--- src/rtl/clk_ctrl_pkg.sv ---
// Shared types for the pipeline clock-enable controller: FSM states and MODE encodings.
package clk_ctrl_pkg;

    typedef enum logic [2:0] {
        ST_IDLE   = 3'd0,
        ST_RUN    = 3'd1,
        ST_BURST  = 3'd2,
        ST_STEP   = 3'd3,
        ST_HALTED = 3'd4
    } state_t;

    localparam logic [1:0] MODE_STOP  = 2'b00;
    localparam logic [1:0] MODE_RUN   = 2'b01;
    localparam logic [1:0] MODE_BURST = 2'b10;
    localparam logic [1:0] MODE_STEP  = 2'b11;

endpackage

--- src/rtl/ce_prescaler.sv ---
// Prescaler for the pipeline clock-enable: ticks whenever pre_cnt has reached the divisor.
module ce_prescaler #(
    parameter int unsigned DIV_W = 8
) (
    input  logic             CLOCK,
    input  logic             RESET_N,
    input  logic             clear,
    input  logic             en,
    input  logic [DIV_W-1:0] DIV,
    output logic             tick
);

    logic [DIV_W-1:0] pre_cnt;
    logic [DIV_W-1:0] div_q;

    // Divisor is registered so tick (and hence CE) never depends combinationally on an input.
    // Comparing with >= lets a lowered divisor fire on the next cycle instead of wrapping.
    assign tick = (pre_cnt >= div_q);

    always_ff @(posedge CLOCK or negedge RESET_N) begin
        if (!RESET_N) begin
            pre_cnt <= '0;
            div_q   <= '0;
        end else begin
            div_q <= DIV;
            if (clear) begin
                pre_cnt <= '0;
            end else if (en) begin
                pre_cnt <= tick ? '0 : pre_cnt + DIV_W'(1);
            end
        end
    end

endmodule

--- src/rtl/clk_step_ctrl.sv ---
// Clock-enable source for the MIPS pipeline: free-run, burst, single-step and halt handling
// with a programmable prescaler, CE cycle counter and a visible divided clock.
module clk_step_ctrl
    import clk_ctrl_pkg::*;
#(
    parameter int unsigned CNT_W = 32,
    parameter int unsigned DIV_W = 8
) (
    input  logic             CLOCK,
    input  logic             RESET_N,
    input  logic [1:0]       MODE,
    input  logic             START,
    input  logic             STEP,
    input  logic             HALT_REQ,
    input  logic [DIV_W-1:0] DIV,
    input  logic [CNT_W-1:0] BURST_LEN,
    output logic             CE,
    output logic             CLK_VIS,
    output logic [CNT_W-1:0] CYCLE_COUNT,
    output logic             BUSY,
    output logic             DONE,
    output logic             HALTED
);

    state_t           state;
    state_t           state_next;
    logic [CNT_W-1:0] remaining;
    logic             tick;
    logic             burst_load;
    logic             burst_last;
    logic             done_next;

    // The prescaler is held at zero outside the busy states, so every entry starts from 0.
    ce_prescaler #(
        .DIV_W (DIV_W)
    ) u_prescaler (
        .CLOCK   (CLOCK),
        .RESET_N (RESET_N),
        .clear   (!BUSY),
        .en      (BUSY),
        .DIV     (DIV),
        .tick    (tick)
    );

    always_ff @(posedge CLOCK or negedge RESET_N) begin
        if (!RESET_N) begin
            state <= ST_IDLE;
        end else begin
            state <= state_next;
        end
    end

    // Priority inside each state: HALT_REQ, then MODE=stop, then burst completion.
    always_comb begin
        state_next = state;
        case (state)
            ST_IDLE: begin
                if (STEP) begin
                    state_next = ST_STEP;
                end else if (START && MODE == MODE_RUN) begin
                    state_next = ST_RUN;
                end else if (START && MODE == MODE_BURST && BURST_LEN != '0) begin
                    state_next = ST_BURST;
                end
            end
            ST_RUN: begin
                if (HALT_REQ) begin
                    state_next = ST_HALTED;
                end else if (MODE == MODE_STOP) begin
                    state_next = ST_IDLE;
                end
            end
            ST_BURST: begin
                if (HALT_REQ) begin
                    state_next = ST_HALTED;
                end else if (MODE == MODE_STOP) begin
                    state_next = ST_IDLE;
                end else if (CE && remaining == CNT_W'(1)) begin
                    state_next = ST_IDLE;
                end
            end
            ST_STEP: begin
                if (HALT_REQ) begin
                    state_next = ST_HALTED;
                end else if (CE) begin
                    state_next = ST_IDLE;
                end
            end
            ST_HALTED: begin
                if (START) begin
                    state_next = ST_IDLE;
                end
            end
            default: state_next = ST_IDLE;
        endcase
    end

    always_comb begin
        BUSY       = 1'b0;
        HALTED     = 1'b0;
        CE         = 1'b0;
        burst_load = 1'b0;
        burst_last = 1'b0;
        done_next  = 1'b0;
        BUSY       = (state == ST_RUN) || (state == ST_BURST) || (state == ST_STEP);
        HALTED     = (state == ST_HALTED);
        CE         = BUSY && tick;
        burst_load = (state == ST_IDLE) && !STEP && START && (MODE == MODE_BURST);
        burst_last = (state == ST_BURST) && !HALT_REQ && (MODE != MODE_STOP)
                     && CE && (remaining == CNT_W'(1));
        // A zero-length burst completes at once with a DONE pulse and no CE.
        done_next  = burst_last || (burst_load && BURST_LEN == '0);
    end

    always_ff @(posedge CLOCK or negedge RESET_N) begin
        if (!RESET_N) begin
            remaining   <= '0;
            CYCLE_COUNT <= '0;
            CLK_VIS     <= 1'b0;
            DONE        <= 1'b0;
        end else begin
            DONE <= done_next;
            if (burst_load) begin
                remaining <= BURST_LEN;
            end else if (state == ST_BURST && HALT_REQ) begin
                remaining <= '0;
            end else if (state == ST_BURST && CE) begin
                remaining <= remaining - CNT_W'(1);
            end
            // A CE coinciding with HALT_REQ has already reached the pipeline, so it still counts.
            if (CE) begin
                CYCLE_COUNT <= CYCLE_COUNT + CNT_W'(1);
                CLK_VIS     <= ~CLK_VIS;
            end
        end
    end

endmodule

--- config.mk ---
export PLATFORM = sky130hd
export DESIGN_NAME = clk_step_ctrl
export DESIGN_NICKNAME = d
export VERILOG_FILES = /design/src/rtl/clk_ctrl_pkg.sv /design/src/rtl/ce_prescaler.sv /design/src/rtl/clk_step_ctrl.sv
export SDC_FILE = /design/constraint.sdc
export NUM_CORES = 1
export LEC_CHECK = 0
export ABC_AREA = 1
export CORE_MARGIN = 2
export CORE_UTILIZATION = 25
export DETAILED_ROUTE_END_ITERATION = 10
export GPL_TIMING_DRIVEN = 0
export PLACE_DENSITY = 0.48
export SLEW_MARGIN = 10
export SYNTH_ARGS = -nofsm -noshare
export SYNTH_HDL_FRONTEND = slang
export SYNTH_SLANG_ARGS = --single-unit
--- constraint.sdc ---
create_clock -name CLOCK -period 2.3 [get_ports CLOCK]
set_clock_uncertainty 0.15 [all_clocks]
set_input_delay 0.69 -clock CLOCK [delete_from_list [all_inputs] [get_ports CLOCK]]
set_output_delay 0.69 -clock CLOCK [all_outputs]
set_load 0.02 [all_outputs]
==> flow_summary.ini <==
[setup_path]
cp.required_ns = 1.46
crit_start = u_prescaler.pre_cnt[1]
cpMostUsedCell = nand2_1
worst_path_max_delay_cell = dfrtp_1
worstPathArrival_ns = 1.71
cp-end-kind = output port
crit_fanout = 2
crit_buf_inv = 2
crit_type = reg -> out
r2r_start = u_prescaler.pre_cnt[1]
cp-start-kind = flip-flop
cpPeakStageDelay_ns = 0.39
cp_cell_sequence = ha_1 > nand2_1 > nor2_1 > nor2_1 > nand2_1 > nand2_1 > nand2_2 > nand2_4 > inv_8 > buf_6
cp_top_family = simple AND/OR/NAND/NOR gates

[yosys]
synth_cell_types = 42
synth_largest_area_cell = dfrtp_1
netlist_area_mm2 = 0.005530
yosysMostFrequentCell = nand2_1
synth_top_area_share_pct = 38.46
synth_flop_cell = dfrtp_1
synthesis.nets = 830
synth-seq-cells = 85
async_flop_share_pct = 100.0
synth_area_leaders = dfrtp_1 (38%), nand2_1 (14%), nor2_1 (9.4%)
ys_seq_area_share_pct = 38.46
synth_area_per_cell_um2 = 7.173
yosysWarnings = 0
synth_cells = 771
synth_edf_count = 0
netlist_top_cells_count = nand2_1 (213), nor2_1 (138), dfrtp_1 (85)

[global_routing]
antenna_found_initial = 0
overflow = 0
track_usage_pct = 14.71
grt_max_degree = 47
grt_pass1_vias = 5155
grt_pass1_wl_um = 27240

[clocking]
cts-htree-levels = 3
cts_root_buffer = clkbuf_16
clk_path_buf_depth = 2
cts_tree = done
numCtsBuffers = 9
cts.sinks = 85
path_clk_slew_ns = 0.07
worstSkewPairLatency_ns = 0.36

[floorplan]
fp.dieW_um = 152.7
core.rowCount = 54
die_y_um = 152.7
io_pins = 84
start_util_pct = 25.42
fp.dieArea_mm2 = 0.02333
core_area_mm2 = 0.02176

[route]
wl_met1_um = 7984
first_pass_iters = 4
highest_layer = met4
wl_um = 16810
drt-initial-drc-count = 217
wl_per_cell_um = 14.47
wl_met3_um = 739
via_per_inst = 4.528
drtAntennaViolNets = 0
vias = 5261
routed-wl-met2_um = 7737
drcViolationCount = 0

[placement]
dp_hpwl_um = 12640
placed_cell_area_mm2 = 0.006743
io_buffers = 83
dpl_worst_slack_ns = -0.8754
placedCellCount = 1135
gp_congestion = 0.8730

[run_status]
outcome = complete, but fails checks
violations = negative setup slack

[finish]
layout.nets = 937
area_growth_pct = 31.04
postLayoutCellArea_mm2 = 0.007247
multiInputGateArea_mm2 = 0.003049
drive_gt1_share_pct = 9.524
fin_cells = 1162
diodes = 0
regArea_mm2 = 0.002127
nFillCells = 2409

[sta]
holdWs_ns = 0.2018
timing.fmax_mhz = 392.2
setup_viol = 1
hold_viol = 0
period_minus_slack_ns = 2.550
maxSlewViolCount = 0
rsz0062_at_grt = yes
slew_headroom_pct = 59.10
min_period_over_period_pct = 110.9
tightest_slew_ns = 0.6134
fin_ws_ns = -0.2496

[power_and_ir_drop]
ir_drop_mv = 0.3238
power_mw = 6.103
p_leak_nw = 3.444
p_per_area_mw_per_mm2 = 842.2

[job]
max_cap_viol_count = 0

[worst_hold_path]
hp-class = in -> async
==> state kept, by name (all words and copies together), names as in the netlist <==
| register | cells |
|---|---|
| u_prescaler.pre_cnt | 8 |
| u_prescaler.div_q | 8 |
| CYCLE_COUNT | 32 |
| state | 3 |
| DONE | 1 |
| remaining | 32 |
| CLK_VIS | 1 |
==> report_power, final <==
group	internal, mW	switching, mW
combinational	0.915	1.44
clock	0.953	0.665
sequential	1.78	0.349
total	3.65	2.46
==> worst paths after layout <==
path | endpoint | slack [ns] | depth (start not counted)
setup / recovery | CE | -0.25 | 10
hold / removal | remaining[17] | 0.20 | 1
setup reg to reg | remaining[25] | 0.15 | 14
hold reg to reg | CLK_VIS | 0.32 | 1
max in group asynchronous | u_prescaler.div_q[1] | 1.15 | 2
min in group CLOCK | CLK_VIS | 0.32 | 1
==> layout by cell type (no fill, tap or decap), types with 13 or more instances in the layout <==
master	instances
dfrtp_1	85
nor2_1	137
o21ai_0	19
inv_1	71
xnor2_1	13
a21oi_1	36
nand3_1	33
nand2_1	212
clkdlybuf4s50_1	61
nor3_1	20
buf_4	15
xor2_1	29
nand4_1	15
==> cell type report <==
type | count | area share, %
buffer | 13 | 1.744
clock buffer | 10 | 3.160
timing repair buffer | 97 | 13.42
sequential | 85 | 29.35
clock inverter | 5 | 1.174
tap | 280 | 4.834
inverter | 77 | 4.247
multi-input combinational | 595 | 42.08
==> worst reg2reg max path, delay by kind of cell (launching register included) <==
| kind | cells | cell delay, ns |
|---|---|---|
| fa+ha+maj | 1 | 0.29 |
| compound gates | 2 | 0.21 |
| flops | 1 | 0.39 |
| buf+inv | 3 | 0.35 |
| simple gates | 8 | 0.63 |
==> metal layers <==
metal | GRT usage (%) | up-vias
li1 | - | 2696
met1 | 19.43 | 2433
met2 | 24.36 | 111
met3 | 2.673 | 21
met4 | 4.762 | 0
met5 | 0 | -
==> cells by family after synthesis <==
family | Yosys count | synth area share [%]
compound gates | 87 | 9.005
buf+inv | 91 | 7.466
xor+xnor | 42 | 6.652
simple gates | 454 | 35.70
flops | 85 | 38.46
fa+ha+maj | 12 | 2.715
==> timing repair <==
| action | CTS | global route |
|---|---|---|
| setup buffers | 10 | 4 |
| hold endpoints to repair | 0 | 0 |
| hold buffers | 0 | 0 |
| gates cloned | 0 | 1 |
| pin swaps | 2 | 3 |
| gates resized for setup | 30 | 24 |
| setup endpoints to repair | 40 | 48 |
==> through the flow <==
| step | TNS [ns] | util (%) |
|---|---|---|
| 2_1_floorplan | 0 | - |
| 3_3_place_gp | -287.32 | 30.88 |
| 3_5_place_dp | -13.53 | 30.99 |
| 4_1_cts | -0.4409 | 32.80 |
| 5_1_grt | -0.4420 | 33.31 |
| 6_report | -0.2496 | 33.31 |
Power figures use the tool's default switching activity.
==> variant 1, RTL diff (config.mk and constraints unchanged) <==
The output `DONE` loses its register stage (`DONE` becomes a continuous assignment).
--- a/src/rtl/clk_step_ctrl.sv
+++ b/src/rtl/clk_step_ctrl.sv
@@ -117,9 +117,7 @@
             remaining   <= '0;
             CYCLE_COUNT <= '0;
             CLK_VIS     <= 1'b0;
-            DONE        <= 1'b0;
         end else begin
-            DONE <= done_next;
             if (burst_load) begin
                 remaining <= BURST_LEN;
             end else if (state == ST_BURST && HALT_REQ) begin
@@ -135,5 +133,7 @@
         end
     end
 
+    assign DONE = done_next;
+
 endmodule
 
Behaviour: not the same (a bounded check fails within 4 cycles, from zero or initial values and one cycle with RESET_N low).
==> variant 1 against the original RTL <==
  * The run still ends with negative setup slack left
  * Setup slack worse by 0.20 ns
  * Power up 0.90%
  * Largest power group unchanged
  * Synthesized area down 0.45%
  * First-iteration DRC count up 22%
  * Wire length about the same
  * Final area up 2.5%
  * Critical path depth down 1
  * Register-to-register slack worse by 0.03 ns
  * Sequential cell count down 1
  * Hold slack better by 0.044 ns
  * Core utilization up 0.93 points
==> variant 1: results (changes against the original RTL) <==
Synthesis
  • Mean post-synth cell area: 7.15 um^2 (was 7.17 um^2)
  • Synth area leaders: sky130_fd_sc_hd__dfrtp_1 (38%), sky130_fd_sc_hd__nand2_1 (15%), sky130_fd_sc_hd__nor2_1 (9.4%) (was sky130_fd_sc_hd__dfrtp_1 (38%), sky130_fd_sc_hd__nand2_1 (14%), sky130_fd_sc_hd__nor2_1 (9.4%))
  • Sequential area share after synthesis: 0.382 (was 0.385)
  • Most instantiated cells after synthesis: sky130_fd_sc_hd__nand2_1 (213), sky130_fd_sc_hd__nor2_1 (138), sky130_fd_sc_hd__dfrtp_1 (84) (was sky130_fd_sc_hd__nand2_1 (213), sky130_fd_sc_hd__nor2_1 (138), sky130_fd_sc_hd__dfrtp_1 (85))
  • Total nets after synthesis: 829 (was 830)

Place
  • Dpl cells: 1134 (was 1135)
  • Final estimated routing congestion in global placement: 0.863 (was 0.873)

Routing
  • Starting DRT DRC Count: 265 (was 217)
  • Total Wirelength: 16800 um (about the same)
  • Average via count per standard cell: 4.48 (was 4.53)
  • Total iterations of the first detailed-routing run: 5 (was 4)

Finish
  • Share of final-layout standard cells stronger than drive strength 1: 0.135 (was 0.0952)
  • Registers with the highest flip-flop counts: CYCLE_COUNT (32), remaining (32) (unchanged)

Global route
  • First-pass GRT wire length: 27600 um (was 27200 um)
  • Met1 Resource Use GR: 0.195 (was 0.194)
  • Vias in the first global route: 5190 (was 5155)
  • Fraction of met2 tracks used by global routing: 0.248 (was 0.244)
  • Largest net degree at the start of global routing: 55 (was 47)
  • Global-route total usage across every layer: 0.149 (was 0.147)
  • Met3 Resource Use GR: 0.0293 (was 0.0267)

Run status
  • Violated checks: negative setup slack (unchanged)
  • Run status: finished, violations left (unchanged)

Power
  • Worst ir drop on vdd: 0.329 mV (was 0.324 mV)
  • Leakage power summed over all cells: 0.00357 uW (was 0.00344 uW)

Setup path
  • Biggest cell delay along the critical path: 0.42 ns (was 0.39 ns)
  • Cell with the biggest individual delay on the critical path: sky130_fd_sc_hd__clkdlybuf4s50_1 (was sky130_fd_sc_hd__dfrtp_1)

Clock network
  • Total number of H-tree levels: 3 (unchanged)

Timing
  • Post-layout worst setup margin: -0.446 ns (was -0.250 ns)
  • Final number of setup-violating endpoints: 2 (was 1)
  • Worst rel slew slack: 0.511 (was 0.591)
[variant 1: changes by cell type after synthesis]
cell,change
sky130_fd_sc_hd__dfrtp_1,-1
[variant 1: stage by stage]
stage	hold WS, ns	cell area, um^2	setup TNS, ns
CTS	0.284	7250	-1.03
floorplan	0.244	5540	-0.0137
finish	0.245	7430	-0.846
global route	0.312	7430	-1.34
global placement	0.312	6720	-269.48
detailed placement	0.322	6740	-13.18
[variant 1: cells by family after synthesis]
kind of cell	synth area share
buffers and inverters	0.0750
adders and majority gates	0.0273
xor gates and xnor gates	0.0668
and+or+nand+nor	0.359
AOI/OAI and AO/OA	0.0905
DFF	0.382
[variant 1: area by class of cell]
| type | instances | area, um^2 | share of cell area |
|---|---|---|---|
| Multi-Input combinational cell | 595 | 3210 | 0.432 |
| Sequential cell | 84 | 2110 | 0.284 |
| Timing Repair Buffer | 99 | 987 | 0.133 |
| Tap cell | 280 | 350 | 0.0472 |
| Inverter | 77 | 322 | 0.0433 |
| Clock buffer | 10 | 239 | 0.0322 |
| Buffer | 12 | 131 | 0.0177 |
| Clock inverter | 5 | 85.1 | 0.0115 |
[variant 1: where the power goes]
group	switching [uW]	internal, uW
clock	655	982
sequential	379	1770
combinational	1460	915
total	2490	3660
[variant 1: path summary, 6_finish.rpt]
path | startpoint | end | slack [ns] | depth (start not counted)
max in group asynchronous | RESET_N | remaining[19] | 1.10 | 2
setup reg to reg | u_prescaler.pre_cnt[3] | CYCLE_COUNT[16] | 0.12 | 13
min in group CLOCK | CLK_VIS | CLK_VIS | 0.32 | 1
setup / recovery | BURST_LEN[0] | DONE | -0.45 | 9
hold / removal | RESET_N | CYCLE_COUNT[31] | 0.25 | 1
hold reg to reg | CLK_VIS | CLK_VIS | 0.32 | 1
[variant 1: timing repair]
action	CTS	global route
pin swaps	20	13
resized for setup	66	55
endpoints found under the setup margin	18	75
setup buffers	13	3
[variant 1: routing by layer]
metal | vias up | wire (um)
met4 | 0 | 298
met5 | - | 0
met1 | 2400 | 7960
met2 | 89 | 7900
li1 | 2694 | -
met3 | 19 | 648
==> variant 2, RTL diff (same settings) <==
Without the edit above. Change the parameter `CNT_W` from 32 to 40.
--- a/src/rtl/clk_step_ctrl.sv
+++ b/src/rtl/clk_step_ctrl.sv
@@ -3,7 +3,7 @@
 module clk_step_ctrl
     import clk_ctrl_pkg::*;
 #(
-    parameter int unsigned CNT_W = 32,
+    parameter int unsigned CNT_W = 40,
     parameter int unsigned DIV_W = 8
 ) (
     input  logic             CLOCK,
Interface: changed (resized BURST_LEN and CYCLE_COUNT); port bits go from 84 to 100. The function was not compared with the original's and may differ.
==> variant 2 against the original RTL <==
  * The run still ends with negative setup slack left
  * Wire length increased by 23%
  * Combinational power increased by 21%
  * Non-clock buffer count increased by 28
  * Final area increased by 17%
  * Setup slack got worse by 0.090 ns
  * Synthesized area increased by 14%
  * Sequential cell count increased by 16
  * Power increased by 15%
==> variant 2: results (changes against the original RTL) <==
Routing
  • Detailed-routing wirelength on met1: 9800 um (was 7980 um)
  • Total Wirelength: 20700 um (was 16800 um)
  • Met3 Routed Length: 955 um (was 739 um)
  • Average via count per standard cell: 4.62 (was 4.53)
  • Starting DRT DRC Count: 352 (was 217)
  • Total iterations of the first detailed-routing run: 6 (was 4)

Finish
  • Finished Layout Cells: 1342 (was 1162)
  • Total of fill cells in the finished design: 2744 (was 2409)
  • Clock buffer cells: 9 (was 10)
  • Number of multi-input logic gates: 646 (was 595)
  • Proportion of final cell area spent on non-clock buffers: 0.161 (was 0.152)

Global route
  • Global-route total usage across every layer: 0.160 (was 0.147)
  • Fraction of met2 tracks used by global routing: 0.257 (was 0.244)
  • Met1 Resource Use GR: 0.215 (was 0.194)
  • Met3 Resource Use GR: 0.0306 (was 0.0267)

Synthesis
  • Share of synthesized cell area in full adder, half adder and majority cells: 0.0238 (was 0.0271)
  • Synth area leaders: sky130_fd_sc_hd__dfrtp_1 (40%), sky130_fd_sc_hd__nand2_1 (11%), sky130_fd_sc_hd__nor2_1 (9.3%) (was sky130_fd_sc_hd__dfrtp_1 (38%), sky130_fd_sc_hd__nand2_1 (14%), sky130_fd_sc_hd__nor2_1 (9.4%))
  • Xor and xnor area share after synthesis: 0.0652 (was 0.0665)
  • Area fraction in compound gates after synthesis: 0.107 (was 0.0900)
  • Sequential area share after synthesis: 0.400 (was 0.385)
  • Most instantiated cells after synthesis: sky130_fd_sc_hd__nand2_1 (185), sky130_fd_sc_hd__nor2_1 (157), sky130_fd_sc_hd__inv_1 (108) (was sky130_fd_sc_hd__nand2_1 (213), sky130_fd_sc_hd__nor2_1 (138), sky130_fd_sc_hd__dfrtp_1 (85))
  • Post-synth cell types: 37 (was 42)
  • #FFs+latches synth: 101 (was 85)

Run status
  • Run status: finished, violations left (unchanged)
  • Violated checks: negative setup slack (unchanged)

Timing
  • Post-layout worst setup margin: -0.340 ns (was -0.250 ns)
  • Final number of setup-violating endpoints: 12 (was 1)

Power
  • Worst ir drop on vdd: 0.342 mV (was 0.324 mV)
  • Total power consumption of the routed design: 6990 uW (was 6100 uW)
  • Sequential power share: 0.363 (was 0.349)

Place
  • Final estimated routing congestion in global placement: 0.875 (was 0.873)
  • Placed instance area: 7750 um^2 (was 6740 um^2)
  • DP HPWL: 15700 um (was 12600 um)

Setup path
  • Worst flop-to-flop path startpoint: u_prescaler.pre_cnt[3] (was u_prescaler.pre_cnt[1])
-- variant 2: changes by cell type in the layout (fill, tap and decap cells not counted), moves of 6 or more --
cell and delta:
sky130_fd_sc_hd__dlymetal6s2s_1 +6, sky130_fd_sc_hd__a22oi_1 +21, sky130_fd_sc_hd__buf_4 +7, sky130_fd_sc_hd__inv_1 +36, sky130_fd_sc_hd__nor2_1 +7, sky130_fd_sc_hd__clkdlybuf4s50_1 +8
sky130_fd_sc_hd__nand2_1 -30, sky130_fd_sc_hd__o21ai_1 +6, sky130_fd_sc_hd__xor2_1 +8, sky130_fd_sc_hd__nand4_1 +6, sky130_fd_sc_hd__nand3_1 +28, sky130_fd_sc_hd__dfrtp_1 +14
sky130_fd_sc_hd__o21ai_0 +7
-- variant 2: worst max-delay path: cells and delay by family, from the launching register on --
family | cells | cell delay [ns]
flops | 1 | 0.42
simple gates | 5 | 0.34
fa+ha+maj | 1 | 0.28
buf+inv | 2 | 0.25
compound gates | 1 | 0.14
